<file path="src/rtl/vga_text_ctrl.sv">
// vga_text_ctrl: owns the system port of the 80x25 text memory and shares it
// between a host word-access requester and a clear/scroll-up engine.
//
// Ports:
//   sys_clk, sys_rst_n        clock, async active-low reset
//   host_req/we/a/dw          host request (level, held until host_ack)
//   host_ack, host_dr         one-cycle completion pulse, read data
//   cmd_clear, cmd_scroll     engine start pulses
//   fill_word                 fill value, sampled when a command is accepted
//   busy, done                engine running, one-cycle finish pulse
//   mem_a/we/dw, mem_dr       text memory port (read data one cycle late)
//
// state   | meaning
// IDLE    | port idle; accepts commands, then host requests
// H_ISSUE | host access presented on the memory port (grant cycle)
// H_WAIT  | memory read data returning
// H_ACK   | host_ack high; host_req ignored; resume engine or go idle
// CLR_WR  | clear write of fill word at r_idx
// SCR_RD  | scroll read of cell r_idx + COLS
// SCR_CAP | read data captured straight into mem_dw
// SCR_WR  | scroll write of captured word to r_idx
// FILL_WR | fill write of last row at r_idx
module vga_text_ctrl #(
  parameter int COLS = 80,
  parameter int ROWS = 25,
  parameter int AW   = 11
) (
  input  logic          sys_clk,
  input  logic          sys_rst_n,
  input  logic          host_req,
  input  logic          host_we,
  input  logic [AW-1:0] host_a,
  input  logic [15:0]   host_dw,
  output logic          host_ack,
  output logic [15:0]   host_dr,
  input  logic          cmd_clear,
  input  logic          cmd_scroll,
  input  logic [15:0]   fill_word,
  output logic          busy,
  output logic          done,
  output logic [AW-1:0] mem_a,
  output logic          mem_we,
  output logic [15:0]   mem_dw,
  input  logic [15:0]   mem_dr
);

  localparam logic [AW-1:0] COLS_A    = AW'(COLS);
  localparam logic [AW-1:0] LAST_CELL = AW'(COLS * ROWS - 1);
  localparam logic [AW-1:0] LAST_COPY = AW'(COLS * (ROWS - 1) - 1);

  typedef enum logic [3:0] {
    IDLE, H_ISSUE, H_WAIT, H_ACK, CLR_WR, SCR_RD, SCR_CAP, SCR_WR, FILL_WR
  } state_t;

  state_t        r_state;
  state_t        r_ret;     // where to go after a host access
  logic [AW-1:0] r_idx;
  logic [15:0]   r_fill;
  logic          r_hwe;

  state_t        w_nxt_st;
  state_t        w_tgt_st;
  logic [AW-1:0] w_nxt_idx;
  logic [AW-1:0] w_tgt_idx;
  logic [AW-1:0] w_tgt_a;
  logic          w_tgt_we;
  logic          w_last;

  // Next engine step after a write, and the step actually launched: either
  // straight after the write or after an interleaved host access (H_ACK).
  always_comb begin
    w_nxt_idx = r_idx + AW'(1);
    case (r_state)
      CLR_WR:  w_nxt_st = CLR_WR;
      FILL_WR: w_nxt_st = FILL_WR;
      SCR_WR:  w_nxt_st = (r_idx == LAST_COPY) ? FILL_WR : SCR_RD;
      default: w_nxt_st = SCR_RD;
    endcase
    w_tgt_st  = (r_state == H_ACK) ? r_ret : w_nxt_st;
    w_tgt_idx = (r_state == H_ACK) ? r_idx : w_nxt_idx;
    w_tgt_we  = (w_tgt_st != SCR_RD);
    w_tgt_a   = w_tgt_we ? w_tgt_idx : w_tgt_idx + COLS_A;
    w_last    = ((r_state == CLR_WR) || (r_state == FILL_WR)) && (r_idx == LAST_CELL);
  end

  always_ff @(posedge sys_clk or negedge sys_rst_n) begin
    if (!sys_rst_n) begin
      r_state  <= IDLE;
      r_ret    <= IDLE;
      r_idx    <= '0;
      r_fill   <= '0;
      r_hwe    <= 1'b0;
      mem_a    <= '0;
      mem_we   <= 1'b0;
      mem_dw   <= '0;
      host_ack <= 1'b0;
      host_dr  <= '0;
      busy     <= 1'b0;
      done     <= 1'b0;
    end else begin
      host_ack <= 1'b0;
      done     <= 1'b0;
      case (r_state)
        IDLE: begin
          mem_we <= 1'b0;
          if (cmd_clear) begin
            r_fill  <= fill_word;
            r_idx   <= '0;
            mem_a   <= '0;
            mem_we  <= 1'b1;
            mem_dw  <= fill_word;
            busy    <= 1'b1;
            r_state <= CLR_WR;
          end else if (cmd_scroll) begin
            r_fill  <= fill_word;
            r_idx   <= '0;
            mem_a   <= COLS_A;
            busy    <= 1'b1;
            r_state <= SCR_RD;
          end else if (host_req) begin
            mem_a   <= host_a;
            mem_we  <= host_we;
            mem_dw  <= host_dw;
            r_hwe   <= host_we;
            r_ret   <= IDLE;
            r_state <= H_ISSUE;
          end
        end
        H_ISSUE: begin
          mem_we  <= 1'b0;
          r_state <= H_WAIT;
        end
        H_WAIT: begin
          host_ack <= 1'b1;
          if (!r_hwe) host_dr <= mem_dr;
          r_state  <= H_ACK;
        end
        H_ACK: begin
          if (r_ret == IDLE) begin
            r_state <= IDLE;
          end else begin
            r_state <= r_ret;
            mem_a   <= w_tgt_a;
            mem_we  <= w_tgt_we;
            mem_dw  <= r_fill;
          end
        end
        SCR_RD: r_state <= SCR_CAP;
        SCR_CAP: begin
          mem_a   <= r_idx;
          mem_we  <= 1'b1;
          mem_dw  <= mem_dr;
          r_state <= SCR_WR;
        end
        CLR_WR, SCR_WR, FILL_WR: begin
          if (w_last) begin
            mem_we  <= 1'b0;
            busy    <= 1'b0;
            done    <= 1'b1;
            r_state <= IDLE;
          end else begin
            r_idx <= w_nxt_idx;
            // At most one host access per engine word keeps the engine moving.
            if (host_req) begin
              mem_a   <= host_a;
              mem_we  <= host_we;
              mem_dw  <= host_dw;
              r_hwe   <= host_we;
              r_ret   <= w_nxt_st;
              r_state <= H_ISSUE;
            end else begin
              r_state <= w_nxt_st;
              mem_a   <= w_tgt_a;
              mem_we  <= w_tgt_we;
              mem_dw  <= r_fill;
            end
          end
        end
        default: begin
          mem_we  <= 1'b0;
          busy    <= 1'b0;
          r_state <= IDLE;
        end
      endcase
    end
  end

endmodule

</file>
<file path="config.mk">
export PLATFORM = sky130hd
export DESIGN_NAME = vga_text_ctrl
export DESIGN_NICKNAME = d
export VERILOG_FILES = /design/src/rtl/vga_text_ctrl.sv
export SDC_FILE = /design/constraint.sdc
export NUM_CORES = 1
export LEC_CHECK = 0
export BUFFER_PORTS_ARGS = -buffer_cell sky130_fd_sc_hd__buf_2
export CORE_AREA = 2 2 102 104
export DETAILED_ROUTE_END_ITERATION = 8
export DIE_AREA = 0 0 104 106
export GPL_ROUTABILITY_DRIVEN = 0
export PLACE_DENSITY = 0.77
export SLEW_MARGIN = 5
export SYNTH_ARGS = -nofsm -noshare
export SYNTH_HDL_FRONTEND = slang
export SYNTH_SLANG_ARGS = --single-unit
</file>
<file path="constraint.sdc">
create_clock -name sys_clk -period 5.2 [get_ports sys_clk]
set_input_delay 0.78 -clock sys_clk [delete_from_list [all_inputs] [get_ports sys_clk]]
set_output_delay 0.78 -clock sys_clk [all_outputs]
set_load 0.1 [all_outputs]
</file>
==> Yosys cells after proc, flatten, opt, wreduce, memory -nomap -nowiden <==
Index checks and enable logic that the tools add are counted.
{ "op_classes": {"magnitude_cmp": 0, "mux": 57, "shift": 0, "bitwise": 3, "n_reduce_logical": 19, "div_mod_pow": 0, "add_sub_neg": 2, "mul": 0, "eq_ne": 22} }
{ "ops": {"columns": ["op", "count"], "rows": [
  ["16-bit two-way mux", 8],
  ["11-bit two-way mux", 11],
  ["16-bit case mux with 4 select lines", 1],
  ["4-bit two-way mux", 13],
  ["11-bit case mux with 4 select lines", 1],
  ["4-bit case mux with 7 select lines", 1],
  ["11-bit == test, second input constant", 2],
  ["11-bit case mux with 2 select lines", 1],
  ["4-bit by 3-bit == test with 1-bit output, second input constant", 4],
  ["1-bit two-way mux", 16],
  ["2-bit inequality test, second input constant", 7],
  ["4-bit case mux with 3 select lines", 1],
  ["11-bit by 1-bit adder with 11-bit output, second input constant", 1],
  ["11-bit by 7-bit adder with 11-bit output, second input constant", 1],
  ["3-bit inequality test, second input constant", 3],
  ["4-bit by 2-bit == test with 1-bit output, second input constant", 2],
  ["4-bit zero test", 2],
  ["4-bit case mux with 2 select lines", 1],
  ["4-bit AND reduction", 2],
  ["2-bit AND reduction", 3],
  ["3-bit AND reduction", 2],
  ["6-bit AND reduction", 1],
  ["1-bit case mux with 5 select lines", 1],
  ["5-bit AND reduction", 1],
  ["14 further kinds", 17]
]} }
{ "word_totals": {"ram_bits": 0, "latchBits": 0, "word_cells": 115, "romBits": 0, "inputBits": 65, "regBits": 83, "mem_count": 0} }

==> Longest topological paths before layout <==
{ "logic_depth": {"depth_word": 9, "depth_mapped": 11} }

==> Worst setup path after synthesis <==
Ideal clock, no wire load.
{ "synth_path": {"path_kind": "input to register", "from": "input port cmd_clear", "to": "register r_idx[5]", "setup_ns": 0.135, "path_stages": 9, "arrival_ns": 2.116, "path_buffers": 3, "required_ns": 5.065, "setup_slack_ns": 2.949, "cell_sequence": "clkbuf_1 > nor2_1 > or3_1 > buf_2 > clkinv_2 > o21ai_2 > buf_6 > o21ai_0 > o31ai_1"} }
{ "synth_between": {"elab_chain_len": 2, "elab_cells_between_ends": 4, "classes_between": "eq/ne (1); mux (2); reduce/logical (1)"} }
{ "synth_lines": {"columns": ["element", "line", "rtl"], "rows": [
  ["start, declared", "36", "input logic cmd_clear,"],
  ["3-bit inequality test (no source line) or 11-bit two-way mux (tied branches)", null, null],
  ["3-bit AND reduction (no source line) or 11-bit case mux with 2 select lines (tied branches)", null, null],
  ["end signal, assigned", "162", "r_idx <= w_nxt_idx;"],
  ["end, declared", "57", "logic [AW-1:0] r_idx;"]
]} }
Several ways; a longest one is shown, not always the timed one.
A chain may end at the register's enable or synchronous reset.

==> Final worst setup path <==
{ "layout_path": {"from": "register r_state[2]", "to": "register mem_a[5]"} }
{ "layout_between": {"elab_chain_len": 8, "elab_cells_between_ends": 24, "classes_between": "add/sub (1); eq/ne (9); mux (8); reduce/logical (6)"} }
{ "layout_lines": {"columns": ["element", "line", "rtl"], "rows": [
  ["start, declared", "55", "state_t r_state;"],
  ["start signal, assigned", "142", "r_state <= r_ret;"],
  ["start signal, assigned", "172", "r_state <= w_nxt_st;"],
  ["parallel branches: the longest is 8 deep, another holds 11-bit by 7-bit adder with 11-bit output", null, null],
  ["end signal, assigned", "121", "mem_a <= host_a;"],
  ["end signal, assigned", "165", "mem_a <= host_a;"],
  ["end signal, assigned", "173", "mem_a <= w_tgt_a;"],
  ["end, declared", "41", "output logic [AW-1:0] mem_a,"]
]} }
Several ways; the timed one is not identified. The select of a mux whose other input is x is not followed.

==> results.cfg <==
[timing]
setup_violations = 0
finalSetupTns_ps = 0
min_period_ps = 2990
clock_skew_ps = 15.4
holdWs_ps = 483
max_freq_mhz = 335
timing.slew.headroom_pct = 18.9
setup_ws_ps = 2210
hold_viol_final = 0
slew_viol_final = 0
finalCritPeriodShare_pct = 57.5
rsz0062_at_grt = no
tightestPinTransition_ps = 1220

[global_route]
grt_pass1_wl_um = 21600
grt_util_met3_pct = 3.74
grt_usage_pct = 24.1
grt_overflow_total = 0
grt_pass1_vias = 4370
met1_usage_pct = 32.2
grt_antenna_before_repair = 0
use_met2_pct = 39.5
grt_busiest_layer = met2
grt_max_degree = 83

[layout]
fin_nets = 673
nFillCells = 936
diodes = 0
drive_above_1_share_pct = 29.0
syn2layout_area_growth_pct = 15.4

[routing]
drt_iter0_drc = 388
final_antenna_net_count = 0
wl_per_cell_um = 17.7
route.detailed.drc = 0
wl_um = 13200
first_pass_iters = 6
num_vias = 4471
viasPerCell = 5.99

[yosys]
synth_ff_type = dfrtp_1
async_reset_ff_share_pct = 100
synth_commonest_cells = nand2_1, dfrtp_1, nor2_1
synth_edf_count = 0
synth_seq_cells = 82
synth.top_cells.by_area = dfrtp_1, nand2_1, mux2_2
synth_top_area_share_pct = 42.5
yosysMostFrequentCell = nand2_1
ys_warn_count = 0
synth_area_leader_cell = dfrtp_1
synth.net_count = 587
postSynthCellCount = 519
synth_area_per_cell_um2 = 9.31
netlist-cell-type-count = 82
synth_area_um2 = 4830
ys_seq_area_share_pct = 42.5

[placement]
place.port_buffers = 111
dpl.hpwl_um = 9420
place_ws_ps = 2230

[clock_network]
cts.sinks = 82
cts_tree = yes
root_buffer = clkbuf_8
hold_buffers = 0
post_cts_buffers = 0
worstSkewPairLatency_ps = 370
clk_pin_slew_ps = 90
cts_max_level = 3
cts.repair.resized = 0
cts.path.max_buffers = 2
numCtsBuffers = 9

[job]
drv_cap = 0

[status]
status = finished clean

[floorplanning]
start_util_pct = 48.3
io_pins = 112
floorplan.die.width_um = 104
fp.coreArea_um2 = 10000
std_cell_rows = 37
fp.dieH_um = 106
die-area_um2 = 11000

[worst_hold_path]
hp-class = flip-flop to flip-flop

[worst_setup_path]
worstSetupPathType = flip-flop to flip-flop
required_ps = 5400
cp_max_fo = 24
arrival_ps = 3190
cp-start-kind = flip-flop
cp-end-kind = flip-flop
==> area by class of cell <==
class | count | area [um2] | area share (%)
timing repair buffer | 114 | 581 | 10.4
inverter | 13 | 57.6 | 1.03
sequential | 82 | 2050 | 36.8
tap | 136 | 170 | 3.05
multi-input combinational | 385 | 2530 | 45.3
clock buffer | 9 | 124 | 2.22
clock inverter | 7 | 63.8 | 1.14
==> logic make-up after synthesis <==
family	Yosys count	share of synthesized area (%)
flip-flops	82	42.5
XOR/XNOR	10	1.97
AO/OA/AOI/OAI	158	24.0
AND/OR/NAND/NOR	188	19.3
adder cells (fa/ha/maj)	3	0.777
buffers and inverters	52	5.51
multiplexers	26	5.90
==> flip-flops by register name, summed over array words and instances (netlist names) <==
name	flops
host_ack	1
done	1
r_ret	3
mem_a	11
r_idx	11
r_state	4
mem_we	1
busy	1
r_fill	16
mem_dw	16
host_dr	16
r_hwe	1
==> path summary, 6_finish.rpt <==
check / start / to / slack, ps / cells past startpoint
hold / removal: r_fill[14] / r_fill[14] / 480 / 2
setup reg to reg: r_state[2] / mem_a[5] / 2210 / 7
min in group asynchronous: sys_rst_n / mem_a[3] / 590 / 1
hold reg to reg: r_fill[14] / r_fill[14] / 480 / 2
setup / recovery: r_state[2] / mem_a[5] / 2210 / 7
max in group asynchronous: sys_rst_n / host_dr[12] / 3950 / 1
==> through the flow <==
step	instance area [um2]	std cells	utilization, %
finish	5580	746	55.8
global route	5580	746	55.8
CTS	5580	746	55.8
detailed placement	5390	730	53.9
global placement	5390	730	53.9
floorplan	4830	519	-
==> routing by layer <==
metal  vias up  routed length [um]
met5         -                   0
met4         0                 296
met3        32                 934
met2       223                6340
met1      2138                5650
li1       2078                   -
==> worst max-delay path, cell delays in order, from the launching register on <==
cell and delay [ps]:
dfrtp_1 630, nand4bb_1 700, nand2_1 300, xnor2_1 190, ha_1 270, mux2_1 290, a222oi_1 320, a21oi_1 120
==> layout by cell type, fill, tap and decap left out, types with 8 or more instances in the layout <==
cell | synthesis | layout
buf_2 | 19 | 110
nand2_1 | 94 | 94
dfrtp_1 | 82 | 82
nor2_1 | 37 | 36
a21oi_1 | 32 | 32
o21ai_0 | 26 | 26
mux2_2 | 19 | 19
o31ai_1 | 16 | 16
o22ai_1 | 13 | 13
a221o_1 | 11 | 11
inv_1 | 10 | 10
a222oi_1 | 9 | 9
clkbuf_8 | 0 | 9
nand3_1 | 8 | 8
Power is left out: the tool's default activity adds up to more than one toggle a clock period on the data nets, which glitch-free logic cannot reach.
